==> src/rtl/id_ex_pipeline_register_pkg.sv <==
// Shared definitions for the ID/EX pipeline register.
// Holds the control-bundle bit layout, the register-zero index, the bubble
// control value and the stage update selector.
package id_ex_pipeline_register_pkg;

    localparam int unsigned CTRL_W = 13;

    // Control bundle layout, MSB first:
    // {BranchNE, BranchEQ, ALUOp[2:0], RegWrite, MemWrite, MemRead,
    //  MemtoReg, RegisterOrPC, ALUMemOrPC, JumpControl, UsesRt}
    localparam int unsigned CTRL_BRANCHNE     = 12;
    localparam int unsigned CTRL_BRANCHEQ     = 11;
    localparam int unsigned CTRL_ALUOP_HI     = 10;
    localparam int unsigned CTRL_ALUOP_LO     = 8;
    localparam int unsigned CTRL_REGWRITE     = 7;
    localparam int unsigned CTRL_MEMWRITE     = 6;
    localparam int unsigned CTRL_MEMREAD      = 5;
    localparam int unsigned CTRL_MEMTOREG     = 4;
    localparam int unsigned CTRL_REGISTERORPC = 3;
    localparam int unsigned CTRL_ALUMEMORPC   = 2;
    localparam int unsigned CTRL_JUMPCONTROL  = 1;
    localparam int unsigned CTRL_USESRT       = 0;

    localparam logic [4:0] REG_ZERO = 5'd0;

    typedef logic [CTRL_W-1:0] ctrl_t;

    // All-zero control: RegWrite=0 and MemWrite=0, so a bubble has no side effect.
    localparam ctrl_t CTRL_BUBBLE = '0;

    // What the stage loads on the next rising edge.
    typedef enum logic [1:0] {
        UpdCapture,
        UpdHold,
        UpdBubble
    } upd_e;

endpackage

==> src/rtl/id_ex_pipeline_register_load_use_hazard_detector.sv <==
// Combinational load-use hazard detector.
// Raises stall_o when the instruction in EX is a valid load writing a non-zero
// register that the valid decode instruction reads (rs always, rt only when
// the decode instruction uses it). Suppressed during flush or hold.
// Ports:
//   ex_valid_i, ex_mem_read_i, ex_reg_write_i, ex_write_register_i : EX load info
//   id_valid_i, id_rs_i, id_rt_i, id_uses_rt_i                     : decode sources
//   flush_i, hold_i                                                : suppression
//   stall_o                                                        : stall request
module load_use_hazard_detector
    import id_ex_pipeline_register_pkg::*;
(
    input  logic       ex_valid_i,
    input  logic       ex_mem_read_i,
    input  logic       ex_reg_write_i,
    input  logic [4:0] ex_write_register_i,
    input  logic       id_valid_i,
    input  logic [4:0] id_rs_i,
    input  logic [4:0] id_rt_i,
    input  logic       id_uses_rt_i,
    input  logic       flush_i,
    input  logic       hold_i,
    output logic       stall_o
);

    logic ex_is_load;
    logic src_match;

    always_comb begin
        ex_is_load = ex_valid_i && ex_mem_read_i && ex_reg_write_i &&
                     (ex_write_register_i != REG_ZERO);
        src_match  = (ex_write_register_i == id_rs_i) ||
                     ((ex_write_register_i == id_rt_i) && id_uses_rt_i);
        // A flush squashes the decode instruction anyway and a hold freezes the
        // stage, so neither may add a bubble.
        stall_o    = ex_is_load && id_valid_i && src_match && !flush_i && !hold_i;
    end

endmodule

==> src/rtl/id_ex_pipeline_register.sv <==
// ID/EX pipeline register for the 32-bit MIPS pipeline.
// Captures decode control, register indices, operands and PC+4 each cycle,
// inserts a bubble on flush or load-use stall, and freezes on hold.
// Edge priority: flush > hold > stall > capture.
// Ports:
//   clk_i, reset_i (async, active-high), flush_i, hold_i
//   id_*_i  : decode-stage instruction fields
//   stall_o : combinational load-use stall to PC and IF/ID register
//   ex_*_o  : registered EX-stage fields
// Optional: define ID_EX_PERF_COUNTERS_EN to add bubble_count_o and
// flush_count_o (32-bit, wrapping, frozen while hold_i=1).
module id_ex_pipeline_register
    import id_ex_pipeline_register_pkg::*;
#(
    parameter int unsigned NBits = 32
) (
    input  logic             clk_i,
    input  logic             reset_i,
    input  logic             flush_i,
    input  logic             hold_i,
    input  logic             id_valid_i,
    input  logic [CTRL_W-1:0] id_ctrl_i,
    input  logic [4:0]       id_rs_i,
    input  logic [4:0]       id_rt_i,
    input  logic [4:0]       id_write_register_i,
    input  logic [NBits-1:0] id_read_data1_i,
    input  logic [NBits-1:0] id_read_data2_i,
    input  logic [NBits-1:0] id_alu_b_i,
    input  logic [NBits-1:0] id_alu_a_i,
    input  logic [NBits-1:0] id_pc_plus4_i,
    output logic             stall_o,
    output logic             ex_valid_o,
    output logic [CTRL_W-1:0] ex_ctrl_o,
    output logic [4:0]       ex_rs_o,
    output logic [4:0]       ex_rt_o,
    output logic [4:0]       ex_write_register_o,
    output logic [NBits-1:0] ex_read_data1_o,
    output logic [NBits-1:0] ex_read_data2_o,
    output logic [NBits-1:0] ex_alu_a_o,
    output logic [NBits-1:0] ex_alu_b_o,
    output logic [NBits-1:0] ex_pc_plus4_o
`ifdef ID_EX_PERF_COUNTERS_EN
    ,
    output logic [31:0]      bubble_count_o,
    output logic [31:0]      flush_count_o
`endif
);

    logic             valid_q, valid_d;
    ctrl_t            ctrl_q, ctrl_d;
    logic [4:0]       rs_q, rs_d;
    logic [4:0]       rt_q, rt_d;
    logic [4:0]       wr_q, wr_d;
    logic [NBits-1:0] rd1_q, rd1_d;
    logic [NBits-1:0] rd2_q, rd2_d;
    logic [NBits-1:0] alu_a_q, alu_a_d;
    logic [NBits-1:0] alu_b_q, alu_b_d;
    logic [NBits-1:0] pc4_q, pc4_d;
    upd_e             upd;

    load_use_hazard_detector u_hazard (
        .ex_valid_i          (valid_q),
        .ex_mem_read_i       (ctrl_q[CTRL_MEMREAD]),
        .ex_reg_write_i      (ctrl_q[CTRL_REGWRITE]),
        .ex_write_register_i (wr_q),
        .id_valid_i          (id_valid_i),
        .id_rs_i             (id_rs_i),
        .id_rt_i             (id_rt_i),
        .id_uses_rt_i        (id_ctrl_i[CTRL_USESRT]),
        .flush_i             (flush_i),
        .hold_i              (hold_i),
        .stall_o             (stall_o)
    );

    always_comb begin
        if (flush_i) begin
            upd = UpdBubble;
        end else if (hold_i) begin
            upd = UpdHold;
        end else if (stall_o) begin
            upd = UpdBubble;
        end else begin
            upd = UpdCapture;
        end
    end

    always_comb begin
        valid_d = valid_q;
        ctrl_d  = ctrl_q;
        rs_d    = rs_q;
        rt_d    = rt_q;
        wr_d    = wr_q;
        rd1_d   = rd1_q;
        rd2_d   = rd2_q;
        alu_a_d = alu_a_q;
        alu_b_d = alu_b_q;
        pc4_d   = pc4_q;
        unique case (upd)
            UpdBubble: begin
                valid_d = 1'b0;
                ctrl_d  = CTRL_BUBBLE;
                rs_d    = REG_ZERO;
                rt_d    = REG_ZERO;
                wr_d    = REG_ZERO;
                rd1_d   = '0;
                rd2_d   = '0;
                alu_a_d = '0;
                alu_b_d = '0;
                pc4_d   = '0;
            end
            UpdCapture: begin
                valid_d = id_valid_i;
                // An empty decode slot must never carry live control into EX.
                ctrl_d  = id_valid_i ? id_ctrl_i : CTRL_BUBBLE;
                rs_d    = id_rs_i;
                rt_d    = id_rt_i;
                wr_d    = id_write_register_i;
                rd1_d   = id_read_data1_i;
                rd2_d   = id_read_data2_i;
                alu_a_d = id_alu_a_i;
                alu_b_d = id_alu_b_i;
                pc4_d   = id_pc_plus4_i;
            end
            default: ;
        endcase
    end

    always_ff @(posedge clk_i or posedge reset_i) begin
        if (reset_i) begin
            valid_q <= 1'b0;
            ctrl_q  <= CTRL_BUBBLE;
            rs_q    <= REG_ZERO;
            rt_q    <= REG_ZERO;
            wr_q    <= REG_ZERO;
            rd1_q   <= '0;
            rd2_q   <= '0;
            alu_a_q <= '0;
            alu_b_q <= '0;
            pc4_q   <= '0;
        end else begin
            valid_q <= valid_d;
            ctrl_q  <= ctrl_d;
            rs_q    <= rs_d;
            rt_q    <= rt_d;
            wr_q    <= wr_d;
            rd1_q   <= rd1_d;
            rd2_q   <= rd2_d;
            alu_a_q <= alu_a_d;
            alu_b_q <= alu_b_d;
            pc4_q   <= pc4_d;
        end
    end

    assign ex_valid_o          = valid_q;
    assign ex_ctrl_o           = ctrl_q;
    assign ex_rs_o             = rs_q;
    assign ex_rt_o             = rt_q;
    assign ex_write_register_o = wr_q;
    assign ex_read_data1_o     = rd1_q;
    assign ex_read_data2_o     = rd2_q;
    assign ex_alu_a_o          = alu_a_q;
    assign ex_alu_b_o          = alu_b_q;
    assign ex_pc_plus4_o       = pc4_q;

`ifdef ID_EX_PERF_COUNTERS_EN
    logic [31:0] bubble_cnt_q, bubble_cnt_d;
    logic [31:0] flush_cnt_q, flush_cnt_d;

    always_comb begin
        bubble_cnt_d = bubble_cnt_q;
        flush_cnt_d  = flush_cnt_q;
        if (!hold_i && flush_i) begin
            flush_cnt_d = flush_cnt_q + 32'd1;
        end
        // stall_o is already low under flush or hold.
        if (stall_o) begin
            bubble_cnt_d = bubble_cnt_q + 32'd1;
        end
    end

    always_ff @(posedge clk_i or posedge reset_i) begin
        if (reset_i) begin
            bubble_cnt_q <= '0;
            flush_cnt_q  <= '0;
        end else begin
            bubble_cnt_q <= bubble_cnt_d;
            flush_cnt_q  <= flush_cnt_d;
        end
    end

    assign bubble_count_o = bubble_cnt_q;
    assign flush_count_o  = flush_cnt_q;
`else
    // Performance counters not built.
`endif

endmodule

==> config.mk <==
export PLATFORM = sky130hd
export DESIGN_NAME = id_ex_pipeline_register
export DESIGN_NICKNAME = d
export VERILOG_FILES = /design/src/rtl/id_ex_pipeline_register_pkg.sv /design/src/rtl/id_ex_pipeline_register_load_use_hazard_detector.sv /design/src/rtl/id_ex_pipeline_register.sv
export SDC_FILE = /design/constraint.sdc
export NUM_CORES = 1
export LEC_CHECK = 0
export CAP_MARGIN = 20
export CORE_AREA = 2 2 148 150
export CTS_CLUSTER_DIAMETER = 60
export DETAILED_ROUTE_END_ITERATION = 8
export DIE_AREA = 0 0 150 152
export GPL_ROUTABILITY_DRIVEN = 0
export HOLD_SLACK_MARGIN = 0.03
export MAX_ROUTING_LAYER = met4
export PLACE_DENSITY_LB_ADDON = 0.15
export SYNTH_ARGS = -nofsm -noshare
export SYNTH_HDL_FRONTEND = slang
export SYNTH_HIERARCHICAL = 1
export SYNTH_SLANG_ARGS = --single-unit
==> constraint.sdc <==
create_clock -name clk_i -period 7.2 [get_ports clk_i]
set_input_delay 1.08 -clock clk_i [delete_from_list [all_inputs] [get_ports clk_i]]
set_output_delay 1.08 -clock clk_i [all_outputs]
set_load 0.1 [all_outputs]
==> out/metrics.cfg, run 1 <==
[die]
design.core.area_um2 = 21400
io_pins = 383
die_height_um = 152
die_area_um2 = 22800
num_rows = 54
initial_utilization_pct = 40.8
chipWidth_um = 150

[worst_setup_path]
crit_path_start_kind = input pin
worstSetupPathType = in2out
arrival_ns = 3.70
cp-end-kind = output port
worstPathMaxFanout = 15
worstPathRequired_ns = 6.12

[placement]
io_buffers = 382
place_inst = 1445
dpl_cell_area_um2 = 12500
hpwlAfterDp_um = 16600

[synthesis]
yosysWarnings = 6
netlist_instances = 862
ys_ff_latch = 189
mappedNetlistArea_um2 = 8710
syn_avg_cell_area_um2 = 10.1
syn_nets = 1055
ys_types = 20
ys_seq_area_share_pct = 54.3

[clock_network]
cts_tree = built
cts_resized = 0
htree_num_levels = 4
worst_skew_pair.late_latency_ns = 0.43
cts_setup_buffers = 0
numCtsBuffers = 17
cts_root_buf = clkbuf_16
holdBufCountCts = 0
clkSinkCount = 189
cts_buffer_depth = 2
path_clk_slew_ns = 0.07

[detailed_routing]
drtIter0Drc = 373
vias = 7384
route.detailed.drc = 0
drt_pass1_iterations = 4
drt_wl_total_um = 25800
routedWlPerCell_um = 17.4
viasPerCell = 4.99
ant_nets = 0

[sta]
rsz0062_at_grt = no
slew_violations = 0
hold_viol = 0
worst-slew-pin-transition_ns = 1.07
fin_setup_tns_ns = 0
slew_headroom_pct = 28.4
max_freq_mhz = 209
fin_crit_sh_pct = 66.4
fin_worst_skew_ns = 0.0124
setup_viol = 0
fin_crit_ns = 4.78

[power_and_ir_drop]
pwr-share-clk_pct = 31.7
intPower_mw = 1.82
combPwrFrac_pct = 28.0
switchingPower_mw = 1.02
ir_worst_vdd_mv = 0.151
seqPwrFrac_pct = 40.3
swShare_pct = 36.0
finalPower_mw = 2.84
leakagePower_nw = 5.38
p_per_area_nw_per_um2 = 218

[run_status]
status = completed

[final_layout]
seq_area_um2 = 4730
stdcell_area_um2 = 13000
drive_gt1_share_pct = 3.34
area_growth_pct = 49.4
layout_common_cells = 380 x clkdlybuf4s50_1, 190 x nand2_1, 189 x a21oi_1, 189 x dfrtp_1, 176 x or3b_1
multi_input_area_um2 = 3500
fillerInstances = 1894
num-nets-final = 1377
layout.cells.non_filler = 1479
layout_commonest_cell = clkdlybuf4s50_1
final_util_pct = 61.0

[grt]
overflow = 0
grt_pass1_wl_um = 40400
grt_pass1_vias = 7232
track_usage_pct = 23.2
grt_max_degree = 158
antenna_found_initial = 2

[min_path]
hp-class = reg2reg

[flow_run]
maxCapViolations = 0

## kinds of logic (layout without fill, tap and decap cells)
| group | count (synthesis) | after routing | synth area share [%] |
|---|---|---|---|
| xor+xnor | 10 | 10 | 1.01 |
| simple gates | 387 | 387 | 28.1 |
| buf+inv | 86 | 421 | 5.70 |
| compound gates | 190 | 190 | 10.9 |
| flops | 189 | 189 | 54.3 |
| other cells | 0 | 2 | 0 |
## layout make-up
type	instances	area share [%]
diodes	2	0.0384
multi-input cells	587	26.9
flip-flops and latches	189	36.3
clock buffers	20	3.43
clock inverters	12	0.798
inverters	1	0.0865
well taps	280	2.69
repair buffers	388	29.8
## worst paths after layout
kind | start | end | slack [ns] | cells after the start
max in group asynchronous | reset_i | ex_alu_a_o[1] | 4.57 | 3
max | id_valid_i | stall_o | 2.42 | 5
min in group asynchronous | reset_i | ex_read_data1_o[26] | 1.21 | 2
min | ex_read_data2_o[20] | ex_read_data2_o[20] | 0.51 | 2
max reg2reg | ex_write_register_o[2] | ex_alu_a_o[26] | 3.70 | 8
min reg2reg | ex_read_data2_o[20] | ex_read_data2_o[20] | 0.51 | 2
## Yosys cell counts (all sizes together)
cell	instances	share of area [%]
a21oi	190	11
nand2	190	8.2
dfrtp	189	54
or3b	176	18
buf	47	4.0
clkbuf	38	1.7
nand4bb	13	1.7
xor2	7	0.70
xnor2	3	0.30
nand3	2	0.11
nor3	2	0.11
inv	1	0.043
nand4	1	0.072
nor2	1	0.043
nor4	1	0.072
nor4bb	1	0.11
## worst max-delay path: stages
cell             delay (ns)
clkdlybuf4s50_1        0.81
nor4bb_1               0.30
nand4_1                0.19
a21oi_4                0.15
clkdlybuf4s50_1        1.17
## sequential cells by signal, summed over array words and instances, names as in the netlist
signal	flops
ex_write_register_o	5
ex_read_data1_o	32
ex_valid_o	1
ex_pc_plus4_o	32
ex_rt_o	5
ex_alu_a_o	32
ex_alu_b_o	32
ex_ctrl_o	13
ex_rs_o	5
ex_read_data2_o	32
## routing by layer
layer / track usage (%) / part of all wire (%)
met1: 27.6 / 41
met3: 7.00 / 7.5
met4: 9.57 / 3.2
met2: 36.6 / 48
met5: - / 0
## through the flow
stage | hold slack (ns) | worst slack [ns]
6_report | 0.514 | 2.42
5_1_grt | 0.530 | 2.23
4_1_cts | 0.520 | 2.38
3_5_place_dp | 0.511 | 2.40
3_3_place_gp | 0.505 | 2.42
2_1_floorplan | 0.968 | 0.978
## power groups by stage
stage	sequential (mW)	combinational, mW	clock (mW)
after floorplan	1.56	0.154	0
after global placement	1.16	0.795	0
after detailed placement	1.17	0.798	0
after CTS	1.15	0.800	0.926
after global routing	1.15	0.831	0.967
final	1.15	0.795	0.902
No activity file was read; power rests on OpenSTA's default activity.
==> inputs of run 2 (changes only) <==
--- a/config.mk
+++ b/config.mk
@@ -6,10 +6,10 @@
 export NUM_CORES = 1
 export LEC_CHECK = 0
 export CAP_MARGIN = 20
-export CORE_AREA = 2 2 148 150
+export CORE_MARGIN = 1.5
+export CORE_UTILIZATION = 38
 export CTS_CLUSTER_DIAMETER = 60
 export DETAILED_ROUTE_END_ITERATION = 8
-export DIE_AREA = 0 0 150 152
 export GPL_ROUTABILITY_DRIVEN = 0
 export HOLD_SLACK_MARGIN = 0.03
 export MAX_ROUTING_LAYER = met4
==> constraint.sdc (replaced) <==
create_clock -name clk_i -period 4 [get_ports clk_i]
set_input_delay 0.6 -clock clk_i [delete_from_list [all_inputs] [get_ports clk_i]]
set_output_delay 0.6 -clock clk_i [all_outputs]
set_load 0.1 [all_outputs]
==> run 2 against run 1 <==
Compared with the run above: wire length increased by 0.63%; largest power group unchanged; sequential cell count unchanged; register-to-register slack got worse by 2.3 ns; power increased by 82%; clock-buffer cell count unchanged; global-route usage decreased by 0.76 points; die area increased by 4.6%; highest routed layer unchanged; sequential power increased by 79%; first-iteration DRC count increased by 25%; cell count increased by 0.27%; critical path type unchanged.
==> out/metrics.cfg, run 2 (synthesized netlist as in run 1, its figures left out) <==
[clock_network]
clkSinkCount = 189
cts_buffer_depth = 2
cts_setup_buffers = 0
holdBufCountCts = 0
path_clk_slew_ns = 0.07
worst_skew_pair.late_latency_ns = 0.43
numCtsBuffers = 17
htree_num_levels = 4
cts_tree = built
cts_root_buf = clkbuf_16
cts_resized = 0

[placement]
hpwlAfterDp_um = 16400
place_inst = 1450
io_buffers = 382

[grt]
grt_pass1_vias = 7200
met2_usage_pct = 35.6
grt_pass1_wl_um = 40800
track_usage_pct = 22.4
gr-usage-met3_pct = 5.72
antenna_found_initial = 1
use_met1_pct = 27.9
grt_max_degree = 276
busiest_layer = met2
overflow = 0

[final_layout]
layout_commonest_cell = clkdlybuf4s50_1
drive_gt1_share_pct = 3.51
area_growth_pct = 50.3
layout_common_cells = 379 x clkdlybuf4s50_1, 190 x nand2_1, 189 x a21oi_1, 189 x dfrtp_1, 176 x or3b_1
num-nets-final = 1377
layout.cells.non_filler = 1483

[detailed_routing]
vias = 7411
route.detailed.drc = 0
routedWlPerCell_um = 17.5
drt_pass1_iterations = 5
drtIter0Drc = 467
ant_nets = 0
drt_wl_total_um = 26000
viasPerCell = 5.00

[sta]
setup_viol = 0
slew_headroom_pct = 25.2
hold_viol = 0
rsz0062_at_grt = no
fin_crit_sh_pct = 68.8
fin_crit_ns = 2.75
slew_violations = 0
max_freq_mhz = 364
holdWs_ns = 0.518
fin_worst_skew_ns = 0.0150
fin_setup_tns_ns = 0
worst-slew-pin-transition_ns = 1.12

[die]
num_rows = 55
initial_utilization_pct = 38.6
io_pins = 383
design.core.area_um2 = 22600
die_height_um = 154
chipWidth_um = 154
die_area_um2 = 23800

[worst_setup_path]
crit_buf_inv = 2
worst_path_largest_cell_delay_ns = 0.43
cp-end-kind = output port
crit_path_start_kind = input pin
slowest_stage = clkdlybuf4s50_1
path_delay_family = buffers and inverters
path_cells = clkdlybuf4s50_1 > xor2_1 > nor4_1 > nand3_1 > a21oi_4 > buf_12
arrival_ns = 2.15
worstPathMaxFanout = 3
worstPathRequired_ns = 3.40
r2r_slack_ns = 1.44
worstSetupPathType = in2out

[power_and_ir_drop]
leakagePower_nw = 5.41
ir_worst_vdd_mv = 0.238
p_per_area_nw_per_um2 = 395

[run_status]
status = completed

[flow_run]
maxCapViolations = 0

[min_path]
hp-class = reg2reg

run 2: cell count changes in the layout (fill, tap and decap cells not counted), sizes merged:
cell | before | now
clkdlybuf4s50 | 380 | 379
diode | 2 | 1
clkinv | 4 | 5
buf | 8 | 9
clkinvlp | 2 | 1
run 2: metal layers:
| layer | vias to the layer above | wire [um] |
|---|---|---|
| met5 | - | 0 |
| met4 | 0 | 625 |
| met1 | 3504 | 11100 |
| met3 | 39 | 1590 |
| li1 | 3630 | - |
| met2 | 238 | 12700 |
run 2: area by class of cell:
| cell class | count | area [um^2] |
|---|---|---|
| fillers | 2015 | 9480 |
| flip-flops and latches | 189 | 4730 |
| repair buffers | 388 | 3920 |
| multi-input cells | 587 | 3500 |
| clock buffers | 20 | 457 |
| well taps | 285 | 357 |
| clock inverters | 12 | 120 |
| inverters | 1 | 7.51 |
| diodes | 1 | 2.50 |
run 2: worst min-delay path: cells and delay by family (launching register included):
kind,cells,cell delay [ns]
and+or+nand+nor,1,0.05
DFF,1,0.37
AOI/OAI and AO/OA,1,0.05
run 2: stage by stage:
stage | area [um^2] | util, % | setup WS [ns] | total power, mW
floorplan | 8720 | - | 0.108 | 3.09
global placement | 12500 | 55.4 | 1.09 | 3.53
detailed placement | 12500 | 55.4 | 1.04 | 3.54
CTS | 13100 | 58.0 | 1.23 | 5.24
global route | 13100 | 58.0 | 1.16 | 5.38
finish | 13100 | 58.0 | 1.25 | 5.17
run 2: worst paths after layout:
check / from / depth (start not counted) / to
worst max-delay path: id_rt_i[2] / 6 / stall_o
worst min-delay path: ex_alu_a_o[16] / 2 / ex_alu_a_o[16]
worst max register to register: ex_write_register_o[2] / 7 / ex_read_data1_o[5]
worst min register to register: ex_alu_a_o[16] / 2 / ex_alu_a_o[16]
max in group asynchronous: reset_i / 3 / ex_pc_plus4_o[20]
min in group asynchronous: reset_i / 3 / ex_alu_b_o[30]
run 2: power breakdown:
group          internal [mW]  switching (mW)  total, mW  leakage, nW
clock network          0.861           0.816       1.68        0.285
registers               2.01          0.0546       2.06         2.52
logic                  0.438           0.994       1.43         2.61
